===== src/rtl/lights_step_scheduler.sv =====
// Round-robin two-requester step sequencer for the dynamic LED lights block.
// Drives the lights' button for the granted step count, dwells, and mirrors the colour register.
module lights_step_scheduler #(
  parameter int unsigned CNT_W = 4,
  parameter int unsigned DWELL = 8
) (
  input  logic             clk,
  input  logic             rst,
  input  logic [1:0]       req_valid,
  input  logic [CNT_W-1:0] req_steps0,
  input  logic [CNT_W-1:0] req_steps1,
  output logic [1:0]       req_ready,
  output logic [1:0]       done,
  output logic             busy,
  output logic             button,
  output logic [2:0]       colour_est
);

  // Counter must hold both a step count and the dwell length.
  localparam int unsigned CW = (CNT_W > 8) ? CNT_W : 8;

  localparam logic [1:0] S_IDLE  = 2'd0;
  localparam logic [1:0] S_STEP  = 2'd1;
  localparam logic [1:0] S_DWELL = 2'd2;

  logic [1:0]       state_q, state_d;
  logic [CW-1:0]    cnt_q, cnt_d;
  logic             grant_q, grant_d;
  logic             ptr_q, ptr_d;
  logic [2:0]       colour_q, colour_d;
  logic             hs;
  logic             hs_idx;
  logic [CNT_W-1:0] steps_sel;

  // Accept decode; requester ~ptr wins a tie. Held off during reset so no accept is lost.
  always_comb begin
    req_ready = 2'b00;
    if (!rst && state_q == S_IDLE) begin
      case (req_valid)
        2'b01:   req_ready = 2'b01;
        2'b10:   req_ready = 2'b10;
        2'b11:   req_ready = ptr_q ? 2'b01 : 2'b10;
        default: req_ready = 2'b00;
      endcase
    end
  end

  assign hs        = |(req_valid & req_ready);
  assign hs_idx    = req_ready[1];
  assign steps_sel = hs_idx ? req_steps1 : req_steps0;

  // Next-state and counter logic.
  always_comb begin
    state_d = state_q;
    cnt_d   = cnt_q;
    grant_d = grant_q;
    ptr_d   = ptr_q;
    case (state_q)
      S_IDLE: begin
        if (hs) begin
          grant_d = hs_idx;
          ptr_d   = hs_idx;
          if (steps_sel != '0) begin
            state_d = S_STEP;
            cnt_d   = CW'(steps_sel);
          end else begin
            state_d = S_DWELL;
            cnt_d   = CW'(DWELL);
          end
        end
      end
      S_STEP: begin
        if (cnt_q == CW'(1)) begin
          state_d = S_DWELL;
          cnt_d   = CW'(DWELL);
        end else begin
          cnt_d = cnt_q - CW'(1);
        end
      end
      S_DWELL: begin
        cnt_d = cnt_q - CW'(1);
        if (cnt_q == CW'(1)) begin
          state_d = S_IDLE;
        end
      end
      default: begin
        state_d = S_IDLE;
        cnt_d   = '0;
      end
    endcase
  end

  // Outputs decoded purely from registered state.
  always_comb begin
    button = (state_q == S_STEP);
    busy   = (state_q != S_IDLE);
    done   = 2'b00;
    if (state_q == S_DWELL && cnt_q == CW'(1)) begin
      done = grant_q ? 2'b10 : 2'b01;
    end
  end

  // Colour mirror follows the same button value the lights block samples.
  always_comb begin
    colour_d = colour_q;
    if (button) begin
      colour_d = (colour_q < 3'd6) ? colour_q + 3'd1 : 3'd0;
    end else if (colour_q == 3'd0 || colour_q == 3'd7) begin
      colour_d = 3'd1;
    end
  end

  assign colour_est = colour_q;

  always_ff @(posedge clk) begin
    if (rst) begin
      state_q  <= S_IDLE;
      cnt_q    <= '0;
      grant_q  <= 1'b0;
      ptr_q    <= 1'b1;
      colour_q <= 3'd0;
    end else begin
      state_q  <= state_d;
      cnt_q    <= cnt_d;
      grant_q  <= grant_d;
      ptr_q    <= ptr_d;
      colour_q <= colour_d;
    end
  end

endmodule


===== config.mk =====
export PLATFORM = sky130hd
export DESIGN_NAME = lights_step_scheduler
export DESIGN_NICKNAME = d
export VERILOG_FILES = /design/src/rtl/lights_step_scheduler.sv
export SDC_FILE = /design/constraint.sdc
export NUM_CORES = 1
export LEC_CHECK = 0
export ABC_AREA = 1
export CAP_MARGIN = 20
export CORE_ASPECT_RATIO = 0.75
export CORE_MARGIN = 4
export CORE_UTILIZATION = 33
export DETAILED_ROUTE_END_ITERATION = 6
export SKIP_LAST_GASP = 1
export SLEW_MARGIN = 20
export SYNTH_ARGS = -nofsm -noshare
export SYNTH_HDL_FRONTEND = slang
export SYNTH_SLANG_ARGS = --single-unit

===== constraint.sdc =====
create_clock -name clk -period 1.52 [get_ports clk]
set_clock_uncertainty 0.2 [all_clocks]
set_input_delay 0.304 -clock clk [delete_from_list [all_inputs] [get_ports clk]]
set_output_delay 0.304 -clock clk [all_outputs]
set_load 0.005 [all_outputs]

# After elaboration in Yosys (flattened, before gate mapping)
# Cells that the tools add are included.
[totals] reg_bits=15 input_bits=12
[classes] add_sub_neg=2 n_lt_le_gt_ge=1 eq_ne=10 n_mux=18 bitwise_logic=1 n_reduce_logical=12
[ops] operator="$pmux W8 S3" count=1
[ops] operator="$mux W2" count=8
[ops] operator="$mux W8" count=2
[ops] operator="$pmux W2 S3" count=2
[ops] operator="$mux W3" count=3
[ops] operator="$eq A8 B1 Y1 const B" count=1
[ops] operator="$mux W4" count=2
[ops] operator="$sub A8 B1 Y8 const B" count=1
[ops] operator="$eq A2 B2 Y1 const B" count=3
[ops] operator="$eq A2 B1 Y1 const B" count=2
[ops] operator="$ne A2 B2 Y1 const B" count=2
[ops] operator="$reduce_bool A2 Y1" count=2
[ops] operator="$reduce_bool A4 Y1" count=1
[ops] operator="$add A3 B1 Y3 const B" count=1
[ops] operator="$eq A3 B3 Y1 const B" count=1
[ops] operator="$logic_not A3 Y1" count=1
[ops] operator="$lt A3 B3 Y1 const B" count=1
[ops] operator="$reduce_and A3 Y1" count=1
[ops] operator="$and A2 B2 Y2" count=1
[ops] operator="$logic_and A1 B1 Y1" count=2
[ops] operator="$logic_not A2 Y1" count=1
[ops] operator="$ne A2 B1 Y1 const B" count=1
[ops] operator="$reduce_and A2 Y1" count=1
[ops] operator="$reduce_or A2 Y1" count=1
[ops] operator="other kinds (2)" count=2

# Depth between registers and ports, before layout
# Gate-level depths: netlist (run 1).
[logic_depth] depth_word=8 depth_mapped=11 mapped_depth_nobuf=10

# Least setup slack after synthesis (run 1)
# Ideal clock, no wire load.
[synth_path] kind="register to register" startpoint="register state_q[1]" endpoint="register cnt_q[7]" arrival_ps=1188 slack_ps=10 stages_incl_launch_ff=9 n_path_buf=0 period_less_slack_ps=1510 cell_sequence="dfxtp_1 > nor2_4 > nand2_4 > nor2_4 > inv_2 > nand2_4 > inv_2 > o21ai_2 > nor3_1"
[synth_between] elab_chain_cells=6
[synth_lines] element="start: declaration" line_no="26" rtl="logic [1:0] state_q, state_d;"
[synth_lines] element="start signal: assignment" line_no="123" rtl="state_q <= state_d;"
[synth_lines] element="$logic_not A2 Y1" line_no="38, 58"
[synth_lines] element="$logic_and A1 B1 Y1" line_no="38" rtl="if (!rst && state_q == S_IDLE) begin"
[synth_lines] element="$mux W2" line_no="38"
[synth_lines] element="$and A2 B2 Y2" line_no="48" rtl="assign hs = |(req_valid & req_ready);"
[synth_lines] element="$reduce_or A2 Y1" line_no="48"
[synth_lines] element="$ne A2 B2 Y1 (no source line)"
[synth_lines] element="end signal: assignment" line_no="124" rtl="cnt_q <= cnt_d;"
[synth_lines] element="end: declaration" line_no="27" rtl="logic [CW-1:0] cnt_q, cnt_d;"
# Several ways; a longest one is shown, not always the timed one.
# A chain may end at the register's enable or synchronous reset.

# Final worst setup path (run 1)
[layout_path] startpoint="register state_q[0]" endpoint="output port done[0]"
[layout_between] elab_chain_cells=3
[layout_lines] element="$eq A2 B2 Y1" line_no="98" rtl="if (state_q == S_DWELL && cnt_q == CW'(1)) begin"
[layout_lines] element="$logic_and A1 B1 Y1" line_no="98"
[layout_lines] element="$mux W2" line_no="98"
[layout_lines] element="end: declaration" line_no="13" rtl="output logic [1:0] done,"
# No other way between the ends.

==> results.cfg, run 1 <==
[run_status]
outcome = finished with violations
violations = negative setup slack

[synthesis]
yosys.area_share.xor_xnor = 0.0265
synthDominantAreaCellType = sky130_fd_sc_hd__dfxtp_1
yosys_warnings = 0
synth_area_in_compound_gates = 0.163
syn_nets = 165
synth_simple_gate_area_share = 0.358
post_synth.cell_area_avg_um2 = 6.64
syn_inst = 149
ys_seq_area_frac = 0.303
synth_cell_types = 24
synth-seq-cells = 15
cell_area_after_synthesis_um2 = 990
synthDominantCellAreaShare = 0.303
combinational_family_with_the_most_area_after_synthesis = simple AND/OR/NAND/NOR gates
muxShareOfSynthArea = 0
yosys.area_share.adder = 0.0506
synth.area.top_cells = sky130_fd_sc_hd__dfxtp_1 (30%), sky130_fd_sc_hd__nand2_1 (15%), sky130_fd_sc_hd__a21oi_1 (7.1%)

[detailed_routing]
vias_per_cell = 4.95
totalWireLength_um = 3840
route.vias.total = 1272
drc_errors = 0
avgRoutedWirePerCell_um = 14.9
drt_first_iter_violations = 75
postRouteAntennaNets = 0
detailedRoute.firstPassIterationCount = 4

[power_and_ir_drop]
p_leak_nw = 0.886
pwr_density_cell_mw_per_mm2 = 1160
power_frac_comb = 0.606
p_sw_frac = 0.405
sequentialPowerShare = 0.239
share_clk_of_total_power = 0.155
cell_internal_pwr_mw = 1.32
switchingPower_mw = 0.900
peakVddDrop_uv = 565

[clocking]
cts-root-buf = sky130_fd_sc_hd__clkbuf_8
number_of_h_tree_levels = 1
max-clock-path-buffers = 2
insertion_delay_ps = 260
cts_sinks = 15
cts_inserted_buffers = 3
cts_tree = yes
worst_path_clk_slew_ps = 70

[critical_path]
endpoint_kind = primary output
critPathKind = flip-flop to primary output
critPathMaxFanout = 3
crit_path_top_delay_cell = sky130_fd_sc_hd__dfxtp_4
start_kind = flip-flop
critical_path_arrival_ps = 1300
delay_of_the_slowest_critical_path_stage_ps = 370
timing.critical_path.required_ps = 1020
timing.critical_path.cells = inv_4 > nand2_2 > inv_2 > nand4_1 > buf_4 > nor2_1 > buf_2

[finish]
antennaDiodeCount = 0
n_fill_cell = 196
finish.net_count = 238
areaGrowthSynthToFinish_pct = 93.0
finalCoreUtilization = 0.697
final-instance-count-excl-fill = 257
final_layout_size_suffix_gt1_frac = 0.611
area.sequential_um2 = 320
total_area_of_multi_input_combinational_cells_um2 = 811
design_area_mm2 = 0.00191

[timing]
hold_violations = 0
worst_slew_margin_rel = 0.819
worst_hold_check_slack_ps = 282
maximum_clock_frequency_mhz = 555
finalCriticalPeriod_ps = 1800
final_critical_path_setup_slack_ps = -283
finalSetupViolCount = 14
worstMarginPinSlew_ps = 268
final_max_slew_viol_count = 0
final_min_period_over_clock_period = 1.19
rsz_0062_raised_after_global_routing = true

[grt]
grtUsageTotal = 0.181
vias_in_the_first_global_route = 1282
antenna_violations_before_repair = 0
grt-ovfl-total = 0
grt_max_degree = 10
grt_first_pass_wirelength_um = 5600

[floorplanning]
fp-row-count = 16
core_mm2 = 0.00274
die_width_um = 71.2
start_util = 0.361
die_y_um = 55.4
pin_count = 21
dieArea_mm2 = 0.00395

[placement]
placed_cells = 241
post_dp_cell_area_mm2 = 0.00150
placement.io_buffers = 20
place.detailed.hpwl_um = 2490
place.gp.congestion = 0.809

[flow_run]
drv_cap = 0

[min_path]
hold_path_class = flip-flop to flip-flop
-- sequential cells by signal, indices dropped and copies added (netlist names) --
| name | cells |
|---|---|
| grant_q | 1 |
| state_q | 2 |
| ptr_q | 1 |
| colour_est | 3 |
| cnt_q | 8 |
-- cells in the final DEF (no fill, tap or decap), types with 2 or more instances in the layout --
cell,instances
sky130_fd_sc_hd__ha_4,2
sky130_fd_sc_hd__buf_4,38
sky130_fd_sc_hd__dfxtp_2,10
sky130_fd_sc_hd__xor2_1,3
sky130_fd_sc_hd__dfxtp_1,3
sky130_fd_sc_hd__nand3_2,4
sky130_fd_sc_hd__clkdlybuf4s50_1,8
sky130_fd_sc_hd__buf_6,13
sky130_fd_sc_hd__clkbuf_8,3
sky130_fd_sc_hd__nor2_4,5
sky130_fd_sc_hd__o21bai_1,2
sky130_fd_sc_hd__o21ai_2,3
sky130_fd_sc_hd__dlygate4sd2_1,6
sky130_fd_sc_hd__dfxtp_4,2
sky130_fd_sc_hd__nor2_2,5
sky130_fd_sc_hd__inv_2,9
sky130_fd_sc_hd__inv_4,2
sky130_fd_sc_hd__nand2_2,14
sky130_fd_sc_hd__a21oi_1,8
sky130_fd_sc_hd__nand2_4,4
sky130_fd_sc_hd__nor2_1,8
sky130_fd_sc_hd__nor3_2,2
sky130_fd_sc_hd__a211oi_1,2
sky130_fd_sc_hd__nand4_1,3
sky130_fd_sc_hd__inv_1,10
sky130_fd_sc_hd__nand3_1,3
sky130_fd_sc_hd__a21oi_2,6
sky130_fd_sc_hd__nand2_1,24
sky130_fd_sc_hd__buf_2,4
sky130_fd_sc_hd__o21ai_0,2
-- power groups by stage --
stage / logic (mW) / clock network (mW) / registers (mW)
CTS: 1.09 / 0.346 / 0.521
global placement: 0.899 / 0 / 0.509
finish: 1.35 / 0.345 / 0.531
global route: 1.44 / 0.362 / 0.539
detailed placement: 0.925 / 0 / 0.512
floorplan: 0.451 / 0 / 0.518
-- timing repair --
item	in CTS	in global routing
hold buffers	0	0
buffers inserted	12	4
gates resized for setup	77	52
setup endpoints to repair	21	17
hold endpoints to repair	0	0
pin swaps	27	34
-- cell usage after synthesis, drive strengths merged --
cell	instances
nand4	3
xor2	3
inv	23
nand3	7
ha	4
o21ai	7
nand2	43
nor2	19
dfxtp	15
nor3	2
a211oi	3
and3	1
a21oi	14
o21bai	3
o31ai	1
buf	1
-- worst max-delay path, delay by kind of cell, from the launching register on --
family                 cells  cell delay, ps
buffers and inverters      4             410
and+or+nand+nor            3             260
DFF                        1             370
-- cells by family (layout without fill, tap and decap cells) --
| logic type | after synthesis | count (layout) |
|---|---|---|
| XOR/XNOR | 3 | 3 |
| flip-flops | 15 | 15 |
| adder cells (fa/ha/maj) | 4 | 4 |
| AND/OR/NAND/NOR | 75 | 75 |
| AO/OA/AOI/OAI | 28 | 28 |
| buffers and inverters | 24 | 96 |
-- worst paths after layout --
path,startpoint,depth (start not counted),endpoint,slack [ps]
worst max-delay path,state_q[0],7,done[0],-280
worst min-delay path,grant_q,2,grant_q,280
worst max register to register,cnt_q[5],7,cnt_q[4],-150
worst min register to register,grant_q,2,grant_q,280
-- cell type report --
class                           count  area share
Multi-Input combinational cell    110       0.424
Timing Repair Buffer               69       0.306
Sequential cell                    15       0.168
Inverter                           23      0.0544
Tap cell                           36      0.0236
Clock buffer                        3      0.0216
Clock inverter                      1     0.00262
-- through the flow --
stage          power [mW]  setup WS (ps)  TNS (ps)
2_1_floorplan       0.969           9.60         0
3_3_place_gp         1.41           -606     -7140
3_5_place_dp         1.44           -669     -7790
4_1_cts              1.95           -324     -1780
5_1_grt              2.34           -337     -2790
6_report             2.22           -283     -1900
-- metal layers --
layer | routed length, µm | track usage | up-vias
li1 | - | - | 626
met1 | 1500 | 0.214 | 592
met2 | 2000 | 0.304 | 40
met3 | 203 | 0.0417 | 14
met4 | 138 | 0.0858 | 0
met5 | 0 | 0 | -
No activity file was read; power rests on OpenSTA's default activity.
==> run 2, diff against run 1 <==
Settings changed: SETUP_SLACK_MARGIN from default to 0.5.
==> run 2 against run 1 <==
The run still ends with negative setup slack left. Wire length rose by 1.3%. Non-clock buffer count up 9. Total power is 4.8% higher. Die area stayed put. First-iteration DRC count is 8.0% lower. Global-route usage increased by 0.64 points. Final area is 4.7% higher. Count of clock-buffer cells in the layout unchanged. Maximum frequency increased by 2.4%. Utilization increased by 3.3 points. Critical endpoint is now cnt_q[3].
==> results.cfg, run 2 (synthesis results as in run 1) <==
[run_status]
outcome = finished with violations
violations = negative setup slack

[timing]
finalSetupViolCount = 16
final_min_period_over_clock_period = 1.16
hold_violations = 0
worstMarginPinSlew_ps = 206
maximum_clock_frequency_mhz = 568
finalCriticalPeriod_ps = 1760
worst_slew_margin_rel = 0.862
rsz_0062_raised_after_global_routing = true
final_max_slew_viol_count = 0
final_critical_path_setup_slack_ps = -241

[grt]
grt-ovfl-total = 0
grtUsageTotal = 0.187
grt_first_pass_wirelength_um = 5920
grt_max_degree = 10
vias_in_the_first_global_route = 1295
antenna_violations_before_repair = 0

[critical_path]
crit-reg2reg-capture = cnt_q[3]
r2r_setup_slack_ps = -240
endpoint_kind = flip-flop
setup.worst_path.start = state_q[0]
start_kind = flip-flop
critPathKind = flip-flop to flip-flop
critical_path_arrival_ps = 1750
ff2ff_path_depth = 11
timing.critical_path.required_ps = 1510
critPathMaxFanout = 4
crit-reg2reg-launch = state_q[0]

[finish]
areaGrowthSynthToFinish_pct = 102
most_common_library_cell_in_the_layout_ignoring_fill_and_taps = sky130_fd_sc_hd__buf_4
antennaDiodeCount = 0
final_layout_size_suffix_gt1_frac = 0.623
top_register = cnt_q
finish.net_count = 248
largest_reg_flops = 8
commonest_non_fill_non_tap_cells_in_the_layout = sky130_fd_sc_hd__buf_4 (39), sky130_fd_sc_hd__nand2_1 (22), sky130_fd_sc_hd__buf_6 (19)

[clocking]
max-clock-path-buffers = 2
cts_inserted_buffers = 3
number_of_h_tree_levels = 1
worst_path_clk_slew_ps = 70
holdBufCountCts = 0
cts_sinks = 15
insertion_delay_ps = 260
cts_tree = yes
cts-root-buf = sky130_fd_sc_hd__clkbuf_8

[floorplanning]
start_util = 0.361
fp-row-count = 16
core_mm2 = 0.00274
dieArea_mm2 = 0.00395
die_y_um = 55.4
die_width_um = 71.2
pin_count = 21

[detailed_routing]
dr_wl_met2_um = 1960
drt_first_iter_violations = 69
wl_met1_um = 1680
highest_layer = met4
route.vias.total = 1336
vias_per_cell = 5.00
totalWireLength_um = 3890
met3_length_um = 165
detailedRoute.firstPassIterationCount = 4
postRouteAntennaNets = 0
avgRoutedWirePerCell_um = 14.6
drc_errors = 0

[min_path]
min-delay-start = ptr_q
worst_min_delay_path_endpoint = ptr_q
worst_hold_path.num_cells = 2
hold_path_class = flip-flop to flip-flop

[power_and_ir_drop]
cell_internal_pwr_mw = 1.41
p_sw_frac = 0.394
pwr_density_cell_mw_per_mm2 = 1160
share_clk_of_total_power = 0.150
peakVddDrop_uv = 611
p_leak_nw = 0.944
sequentialPowerShare = 0.225
power_frac_comb = 0.625
switchingPower_mw = 0.919
design_power_total_mw = 2.33

[placement]
place.gp.congestion = 0.755
place.detailed.hpwl_um = 2330
placement.io_buffers = 20
pre_cts_slack_ps = -645

[flow_run]
drv_cap = 0
run 2: what timing repair did:
item / CTS / global route
endpoints found under the setup margin: 24 / 24
gates resized for setup: 87 / 37
buffers inserted: 19 / 5
pin swaps: 29 / 28
gates cloned: 1 / 0
run 2: cell type report:
type	instances	area, µm²
fillers	168	742
clock buffers	3	41.3
multi-input cells	111	803
well taps	36	45.0
flip-flops and latches	15	319
inverters	23	104
repair buffers	78	683
clock inverters	1	5.00
run 2: metrics by stage:
stage	util	cells	hold WS, ps	TNS [ps]	cell area (µm²)
final	0.729	267	275	-2360	2000
after global routing	0.729	267	311	-3460	2000
after CTS	0.672	262	288	-1740	1840
after detailed placement	0.558	238	271	-7850	1530
after global placement	0.558	238	270	-7300	1530
after floorplan	-	149	225	0	1030
run 2: how the worst max path moves through the flow:
stage	end	slack (ps)	cells after the start
4_1_cts	cnt_q[3]	-200	11
2_1_floorplan	cnt_q[4]	40	8
3_5_place_dp	req_ready[0]	-650	7
6_report	cnt_q[3]	-240	11
5_1_grt	done[1]	-330	6
3_3_place_gp	req_ready[1]	-620	5
run 2: metal layers:
layer  vias up  track usage
li1        648            -
met1       645        0.227
met2        33        0.319
met3        10       0.0435
met4         0       0.0643
met5         -            0
run 2: power by group through the flow:
stage / sequential, mW / clock [mW] / combinational, mW
floorplan: 0.526 / 0 / 0.490
global placement: 0.518 / 0 / 0.943
detailed placement: 0.519 / 0 / 0.962
CTS: 0.520 / 0.345 / 1.20
global route: 0.533 / 0.369 / 1.56
finish: 0.524 / 0.351 / 1.46
run 2: critical path, stage by stage (launching register included):
cell and delay (ps):
sky130_fd_sc_hd__dfxtp_4 360, sky130_fd_sc_hd__nor2_4 150, sky130_fd_sc_hd__nand2_4 90, sky130_fd_sc_hd__buf_12 140, sky130_fd_sc_hd__nor2_8 80, sky130_fd_sc_hd__buf_6 130, sky130_fd_sc_hd__inv_4 50, sky130_fd_sc_hd__nand2_2 80
sky130_fd_sc_hd__nand2_4 70, sky130_fd_sc_hd__o21bai_1 150, sky130_fd_sc_hd__nand2_1 80, sky130_fd_sc_hd__a21oi_1 120
